--- src/rtl/lc3_pkg.sv ---
// Shared LC3 definitions: opcodes, control-field codes and the execute control word layout.
// Used by decode, execute, writeback and the verification predictor.
package lc3_pkg;

    typedef enum logic [3:0] {
        OP_BR   = 4'b0000,
        OP_ADD  = 4'b0001,
        OP_LD   = 4'b0010,
        OP_ST   = 4'b0011,
        OP_JSR  = 4'b0100,
        OP_AND  = 4'b0101,
        OP_LDR  = 4'b0110,
        OP_STR  = 4'b0111,
        OP_RTI  = 4'b1000,
        OP_NOT  = 4'b1001,
        OP_LDI  = 4'b1010,
        OP_STI  = 4'b1011,
        OP_JMP  = 4'b1100,
        OP_RES  = 4'b1101,
        OP_LEA  = 4'b1110,
        OP_TRAP = 4'b1111
    } op_t;

    localparam logic [1:0] ALU_ADD = 2'b00;
    localparam logic [1:0] ALU_AND = 2'b01;
    localparam logic [1:0] ALU_NOT = 2'b10;

    localparam logic [1:0] PCS1_NONE = 2'b00;
    localparam logic [1:0] PCS1_OFF9 = 2'b01;
    localparam logic [1:0] PCS1_OFF6 = 2'b10;
    localparam logic [1:0] PCS1_ZERO = 2'b11;

    localparam logic [1:0] W_ALU = 2'b00;
    localparam logic [1:0] W_PC  = 2'b01;
    localparam logic [1:0] W_MEM = 2'b10;

    // Bit order matches the e_control bus: {alu, pcselect1, pcselect2, op2select}.
    typedef struct packed {
        logic [1:0] alu_control;
        logic [1:0] pcselect1;
        logic       pcselect2;
        logic       op2select;
    } e_ctrl_t;

endpackage

--- src/rtl/lc3_decode_if.sv ---
// Decode-stage bus: fetch-side inputs plus the registered decode outputs.
// The decoder drives the outputs through the master modport.
interface lc3_decode_if;

    logic        enable_decode;
    logic [15:0] Instr_dout;
    logic [15:0] npc_in;
    logic [15:0] IR;
    logic [15:0] npc_out;
    logic [5:0]  e_control;
    logic [1:0]  w_control;
    logic        mem_control;

    modport master (
        input  enable_decode, Instr_dout, npc_in,
        output IR, npc_out, e_control, w_control, mem_control
    );

    modport slave (
        output enable_decode, Instr_dout, npc_in,
        input  IR, npc_out, e_control, w_control, mem_control
    );

endinterface

--- src/rtl/lc3_decode_ctrl.sv ---
// Combinational LC3 instruction decoder: instruction word to execute/writeback/memory controls.
// Unsupported opcodes produce all-zero controls.
module lc3_decode_ctrl
    import lc3_pkg::*;
(
    input  logic [15:0] instr,
    output e_ctrl_t     e_control,
    output logic [1:0]  w_control,
    output logic        mem_control
);

    op_t opcode;
    assign opcode = op_t'(instr[15:12]);

    always_comb begin
        e_control   = '0;
        w_control   = W_ALU;
        mem_control = 1'b0;
        unique case (opcode)
            OP_ADD: begin
                e_control.alu_control = ALU_ADD;
                e_control.op2select   = ~instr[5];
            end
            OP_AND: begin
                e_control.alu_control = ALU_AND;
                e_control.op2select   = ~instr[5];
            end
            OP_NOT: e_control.alu_control = ALU_NOT;
            OP_BR, OP_LD, OP_LDI, OP_LEA, OP_ST, OP_STI: begin
                e_control.pcselect1 = PCS1_OFF9;
                e_control.pcselect2 = 1'b1;
            end
            OP_LDR, OP_STR: e_control.pcselect1 = PCS1_OFF6;
            OP_JMP:         e_control.pcselect1 = PCS1_ZERO;
            default: ;
        endcase

        // Writeback source and indirect flag depend only on the opcode.
        case (opcode)
            OP_LD, OP_LDR, OP_LDI: w_control = W_MEM;
            OP_LEA:                w_control = W_PC;
            default:               w_control = W_ALU;
        endcase
        mem_control = (opcode == OP_LDI) || (opcode == OP_STI);
    end

endmodule

--- src/rtl/lc3_decode.sv ---
// LC3 decode stage: registers the fetched instruction and npc and the decoded control words.
// Loads on enable_decode, holds otherwise; synchronous reset clears everything.
module lc3_decode
    import lc3_pkg::*;
(
    input  logic         clock,
    input  logic         reset,
    lc3_decode_if.master bus
);

    e_ctrl_t     dec_e;
    logic [1:0]  dec_w;
    logic        dec_mem;

    logic [15:0] ir_d,  ir_q;
    logic [15:0] npc_d, npc_q;
    e_ctrl_t     e_d,   e_q;
    logic [1:0]  w_d,   w_q;
    logic        mem_d, mem_q;

    lc3_decode_ctrl u_ctrl (
        .instr       (bus.Instr_dout),
        .e_control   (dec_e),
        .w_control   (dec_w),
        .mem_control (dec_mem)
    );

    always_comb begin
        ir_d  = ir_q;
        npc_d = npc_q;
        e_d   = e_q;
        w_d   = w_q;
        mem_d = mem_q;
        if (bus.enable_decode) begin
            ir_d  = bus.Instr_dout;
            npc_d = bus.npc_in;
            e_d   = dec_e;
            w_d   = dec_w;
            mem_d = dec_mem;
        end
    end

    always_ff @(posedge clock) begin
        if (reset) begin
            ir_q  <= '0;
            npc_q <= '0;
            e_q   <= '0;
            w_q   <= '0;
            mem_q <= 1'b0;
        end else begin
            ir_q  <= ir_d;
            npc_q <= npc_d;
            e_q   <= e_d;
            w_q   <= w_d;
            mem_q <= mem_d;
        end
    end

    assign bus.IR          = ir_q;
    assign bus.npc_out     = npc_q;
    assign bus.e_control   = e_q;
    assign bus.w_control   = w_q;
    assign bus.mem_control = mem_q;

endmodule

--- src/flat_wrapper.sv ---
// flat-port wrapper written by rule: the top's interface ports become plain ports
module lc3_decode_flat import lc3_pkg::*;
  (clock, reset, bus_enable_decode, bus_Instr_dout, bus_npc_in, bus_IR, bus_npc_out, bus_e_control, bus_w_control, bus_mem_control);
  lc3_decode_if bus_i ();
  input  logic clock;
  input  logic reset;
  input wire logic [$bits(bus_i.enable_decode)-1:0] bus_enable_decode;
  input wire logic [$bits(bus_i.Instr_dout)-1:0] bus_Instr_dout;
  input wire logic [$bits(bus_i.npc_in)-1:0] bus_npc_in;
  output wire logic [$bits(bus_i.IR)-1:0] bus_IR;
  output wire logic [$bits(bus_i.npc_out)-1:0] bus_npc_out;
  output wire logic [$bits(bus_i.e_control)-1:0] bus_e_control;
  output wire logic [$bits(bus_i.w_control)-1:0] bus_w_control;
  output wire logic [$bits(bus_i.mem_control)-1:0] bus_mem_control;
  assign bus_i.enable_decode = bus_enable_decode;
  assign bus_i.Instr_dout = bus_Instr_dout;
  assign bus_i.npc_in = bus_npc_in;
  assign bus_IR = bus_i.IR;
  assign bus_npc_out = bus_i.npc_out;
  assign bus_e_control = bus_i.e_control;
  assign bus_w_control = bus_i.w_control;
  assign bus_mem_control = bus_i.mem_control;
  lc3_decode u_core (.clock(clock), .reset(reset), .bus(bus_i));
endmodule
--- config.mk ---
export PLATFORM = sky130hd
export DESIGN_NAME = lc3_decode_flat
export DESIGN_NICKNAME = d
export VERILOG_FILES = /design/src/rtl/lc3_pkg.sv /design/src/rtl/lc3_decode_if.sv /design/src/rtl/lc3_decode_ctrl.sv /design/src/rtl/lc3_decode.sv /design/src/flat_wrapper.sv
export SDC_FILE = /design/constraint.sdc
export NUM_CORES = 1
export LEC_CHECK = 0
export ABC_AREA = 1
export CAP_MARGIN = 20
export CORE_MARGIN = 3
export CORE_UTILIZATION = 42
export DETAILED_ROUTE_END_ITERATION = 8
export MAX_ROUTING_LAYER = met4
export PLACE_DENSITY = 0.84
export SYNTH_ARGS = -nofsm -noshare
export SYNTH_HDL_FRONTEND = slang
export SYNTH_SLANG_ARGS = --single-unit
--- constraint.sdc ---
create_clock -name clock -period 1.5 [get_ports clock]
set_input_delay 0.3 -clock clock [delete_from_list [all_inputs] [get_ports clock]]
set_output_delay 0.3 -clock clock [all_outputs]
set_load 0.01 [all_outputs]
# Yosys cells after proc, flatten, opt, wreduce, memory -nomap -nowiden
# Index checks and enable logic that the tools add are counted.
word_totals:
  input_bits: 35
  reg_bits: 41
op_classes:
  bitwise: 1
  muxes: 5
  n_reduce_logical: 6
  n_eq_ne: 11
op_table:
  columns: ["op", "count"]
  rows:
  - ["== test 4 bit (second input constant)", 5]
  - ["== test 4 x 3 -> 1 bit (second input constant)", 3]
  - ["== test 4 x 2 -> 1 bit (second input constant)", 2]
  - ["one-hot mux 2 bit (2 select lines)", 2]
  - ["one-hot mux 2 bit (3 select lines)", 1]
  - ["OR reduction 6 bit", 1]
  - ["== test 4 x 1 -> 1 bit (second input constant)", 1]
  - ["logical NOT 4 bit", 1]
  - ["OR reduction 2 bit", 2]
  - ["OR reduction 3 bit", 1]
  - ["two-way mux 1 bit", 2]
  - ["logical OR 1 bit", 1]
  - ["NOT 1 bit", 1]

# Longest topological paths before layout
logic_depth:
  word_depth: 3
  mapped_depth: 7
  depth_no_buf: 6

# By module
# Synthesis repeated with hierarchy kept, for this count alone.
hier_totals:
  cells_unflattened: 283
  hier_area_um2: 1809.2
modules_own_cells:
  columns: ["module", "instances", "cells_per_inst", "seq_area_each_um2", "area_per_inst_um2"]
  rows:
  - ["lc3_decode", 1, 260, 820.8, 1700.4]
  - ["lc3_decode_ctrl", 1, 23, 0.0, 108.9]

# Worst setup path after synthesis
# No wires, ideal clock.
synth_timing:
  path_type: "input port to flip-flop"
  from: "in bus_enable_decode"
  to: "reg u_core.e_q, in the netlist u_core.bus.e_control[2]"
  path_slack_ps: 580
  arrival_time_ps: 798
  n_path_buf: 2
  stages: 7
  setup_time_ps: 122
  path_cell_list: "buf_6 > inv_2 > buf_6 > nor2_1 > nand2_1 > nand2_2 > a21oi_2"
synth_rtl:
  columns: ["item", "line", "text"]
  rows:
  - ["start, declared", "flat_wrapper.sv:7", "input wire logic [$bits(bus_i.enable_decode)-1:0] bus_enable_decode;"]
  - ["end signal, assigned", "lc3_decode.sv:47", "e_q <= '0;"]
  - ["end signal, assigned", "lc3_decode.sv:53", "e_q <= e_d;"]
  - ["end, declared", "lc3_decode.sv:17", "e_ctrl_t e_d, e_q;"]

# Worst setup path in the final report
layout_timing:
  from: "reg u_core.e_q, in the netlist u_core.bus.e_control[0]"
  to: "out bus_e_control[0]"
layout_rtl:
  columns: ["item", "line", "text"]
  rows:
  - ["end, declared", "flat_wrapper.sv:12", "output wire logic [$bits(bus_i.e_control)-1:0] bus_e_control;"]
# No word-level cell between the ends.

==> impl_metrics.py <==
metrics = {
    "die": {
        "die_h_um": 66.0,
        "boundaryPins": 76,
        "fp-row-count": 21,
        "die_w_um": 66.0,
        "core_area_mm2": 0.00339,
        "initial_core_util_pct": 44.6,
        "die-area_mm2": 0.00436,
    },
    "layout": {
        "fillers": 318,
        "syn_to_final_growth_pct": 55.5,
        "multi_input_area_um2": 584,
        "stdcell_area_mm2": 0.00235,
        "drive_gt1_share_pct": 7.91,
        "fin_cells": 324,
        "post-route-util_pct": 69.4,
        "nNetsFinal": 312,
        "register_area_um2": 821,
        "diodes": 0,
    },
    "detailed_routing": {
        "ant_nets": 0,
        "finalWirelength_mm": 3.80,
        "drt_iter0_drc": 116,
        "wl_per_cell_um": 11.7,
        "drc": 0,
        "firstDrtPassIters": 4,
        "vias_per_cell": 4.75,
        "via_count": 1538,
    },
    "setup_path": {
        "cp_cell_sequence": "dlygate4sd2_1",
        "path_buf_inv": 1,
        "crit_fanout": 2,
        "end_kind": "primary output",
        "slowest_stage": "dfxtp_1",
        "criticalPathCategory": "reg2out",
        "critPathRequiredTime_ps": 1200,
        "cp_top_family": "flip-flops",
        "crit_path_start_kind": "flip-flop",
        "cp.arrival_ps": 1000,
        "crit_cells": 1,
        "slowest_delay_ps": 380,
        "reg2reg_depth": 2,
    },
    "timing": {
        "setup_violations": 0,
        "slew_headroom_pct": 83.2,
        "fmax_mhz": 767,
        "grt_setup_unrepaired": "no",
        "finalMaxSlewViolations": 0,
        "setup_tns_ps": 0,
        "fin_ws_ps": 197,
        "timing.hold.ws_ps": 471,
        "period_share_pct": 86.9,
        "finalCriticalPeriod_ps": 1300,
        "hold_viol": 0,
        "skew_ps": 0,
        "worst_slew_pin_slew_ps": 251,
    },
    "pwr": {
        "power_frac_comb_pct": 16.4,
        "seq_power_share_pct": 51.4,
        "p_leak_nw": 1.14,
        "clock_power_share_pct": 32.2,
        "swShare_pct": 23.9,
        "p_int_mw": 1.75,
        "max-vdd-ir-drop_mv": 0.505,
        "switching_power_uw": 550,
        "finalPower_mw": 2.30,
        "powerDensity_mw_per_mm2": 979,
    },
    "clocking": {
        "cts_buffers": 5,
        "cts_tree": "yes",
        "clk_pin_slew_ps": 120,
        "holdBufCountCts": 0,
        "cts_setup_buffers": 0,
        "insertion_delay_ps": 350,
        "cts_root_buffer": "clkbuf_4",
        "htree_levels": 2,
        "clockBufferDepth": 2,
        "clock-sinks": 41,
    },
    "global_routing": {
        "grt_overflow": 0,
        "grt_pass1_wl_mm": 6.22,
        "antenna_found_initial": 0,
        "grt_max_degree": 15,
        "track_usage_pct": 18.8,
        "grt_pass1_vias": 1418,
    },
    "synthesis": {
        "synth_area_mm2": 0.00151,
        "yosys_warnings": 0,
        "synth_area_per_cell_um2": 7.68,
        "ys_seq_elements": 41,
        "ys_seq_area_share_pct": 54.3,
        "ys_types": 14,
        "synthCells": 197,
        "syn_nets": 232,
    },
    "hold_path": {
        "min_path_cells": 2,
        "hp-class": "reg2reg",
    },
    "job": {
        "drv_cap": 0,
    },
    "outcome": {
        "outcome": "complete, no violations",
    },
    "placed_design": {
        "dpl.cell_count": 316,
        "portBuffers": 75,
        "placedInstanceArea_mm2": 0.00232,
        "place_ws_ps": 18.5,
        "hpwlAfterDp_mm": 2.78,
        "place_congestion": 0.823,
    },
}
-- layer usage --
metal / vias to the layer above / global-route usage, % / wire length (µm)
li1: 782 / - / -
met5: - / - / 0
met2: 63 / 29.9 / 1690
met3: 7 / 6.80 / 343
met4: 0 / 6.60 / 57
met1: 686 / 22.1 / 1710
-- power groups by stage --
stage               combinational [mW]  sequential [mW]  clock (mW)
floorplan                        0.133             1.24           0
global placement                 0.418             1.21           0
detailed placement               0.424             1.21           0
CTS                              0.380             1.18       0.764
global route                     0.416             1.19       0.809
finish                           0.377             1.18       0.742
-- cell usage in the layout, fill, tap and decap left out, types with 2 or more instances in the layout --
cell	count
nor2_1	64
dlygate4sd2_1	41
dfxtp_1	41
clkdlybuf4s50_1	34
o21ai_0	31
nand2_1	25
buf_4	10
a21oi_1	9
inv_1	7
clkbuf_4	5
nand3_1	3
a21oi_2	2
-- kinds of logic after synthesis --
kind of cell | synth area share (%)
and+or+nand+nor | 24.2
buffers and inverters | 7.11
DFF | 54.3
AOI/OAI and AO/OA | 14.4
-- layout make-up --
class / count / share of cell area, %
Timing Repair Buffer: 85 / 32.9
Tap cell: 46 / 2.45
Sequential cell: 41 / 34.9
Multi-Input combinational cell: 136 / 24.8
Clock buffer: 7 / 2.34
Clock inverter: 1 / 1.28
Inverter: 8 / 1.28
-- sequential cells by signal (all words and copies together), names as in the netlist --
name                    flops
u_core.bus.IR              16
u_core.bus.npc_out         16
u_core.bus.e_control        6
u_core.bus.w_control        2
u_core.bus.mem_control      1
-- final timing paths --
path,from,end,slack (ps)
worst min-delay path,u_core.bus.w_control[0]$_SDFFE_PP0P_,u_core.bus.w_control[0]$_SDFFE_PP0P_,470
worst max-delay path,u_core.bus.e_control[0]$_SDFFE_PP0P_,bus_e_control[0],200
worst max register to register,u_core.bus.e_control[2]$_SDFFE_PP0P_,u_core.bus.e_control[2]$_SDFFE_PP0P_,850
worst min register to register,u_core.bus.w_control[0]$_SDFFE_PP0P_,u_core.bus.w_control[0]$_SDFFE_PP0P_,470
-- repair_timing --
| action | 4_1_cts | 5_1_grt |
|---|---|---|
| endpoints found under the setup margin | 41 | 0 |
| resized for setup | 41 | 0 |
| hold endpoints to repair | 0 | 0 |
-- synth_stat cells --
| cell type | number | area (µm²) |
|---|---|---|
| buf_2 | 2 | 10.0 |
| nand2_1 | 25 | 93.8 |
| nor2_1 | 64 | 240 |
| dfxtp_1 | 41 | 821 |
| clkbuf_1 | 6 | 22.5 |
| nand2_2 | 1 | 6.26 |
| inv_2 | 1 | 3.75 |
| nand3_1 | 3 | 15.0 |
| inv_1 | 7 | 26.3 |
| a21oi_2 | 2 | 17.5 |
| buf_6 | 4 | 45.0 |
| a21oi_1 | 9 | 45.0 |
| nor2_4 | 1 | 11.3 |
| o21ai_0 | 31 | 155 |
(Power assumes the default switching activity.)
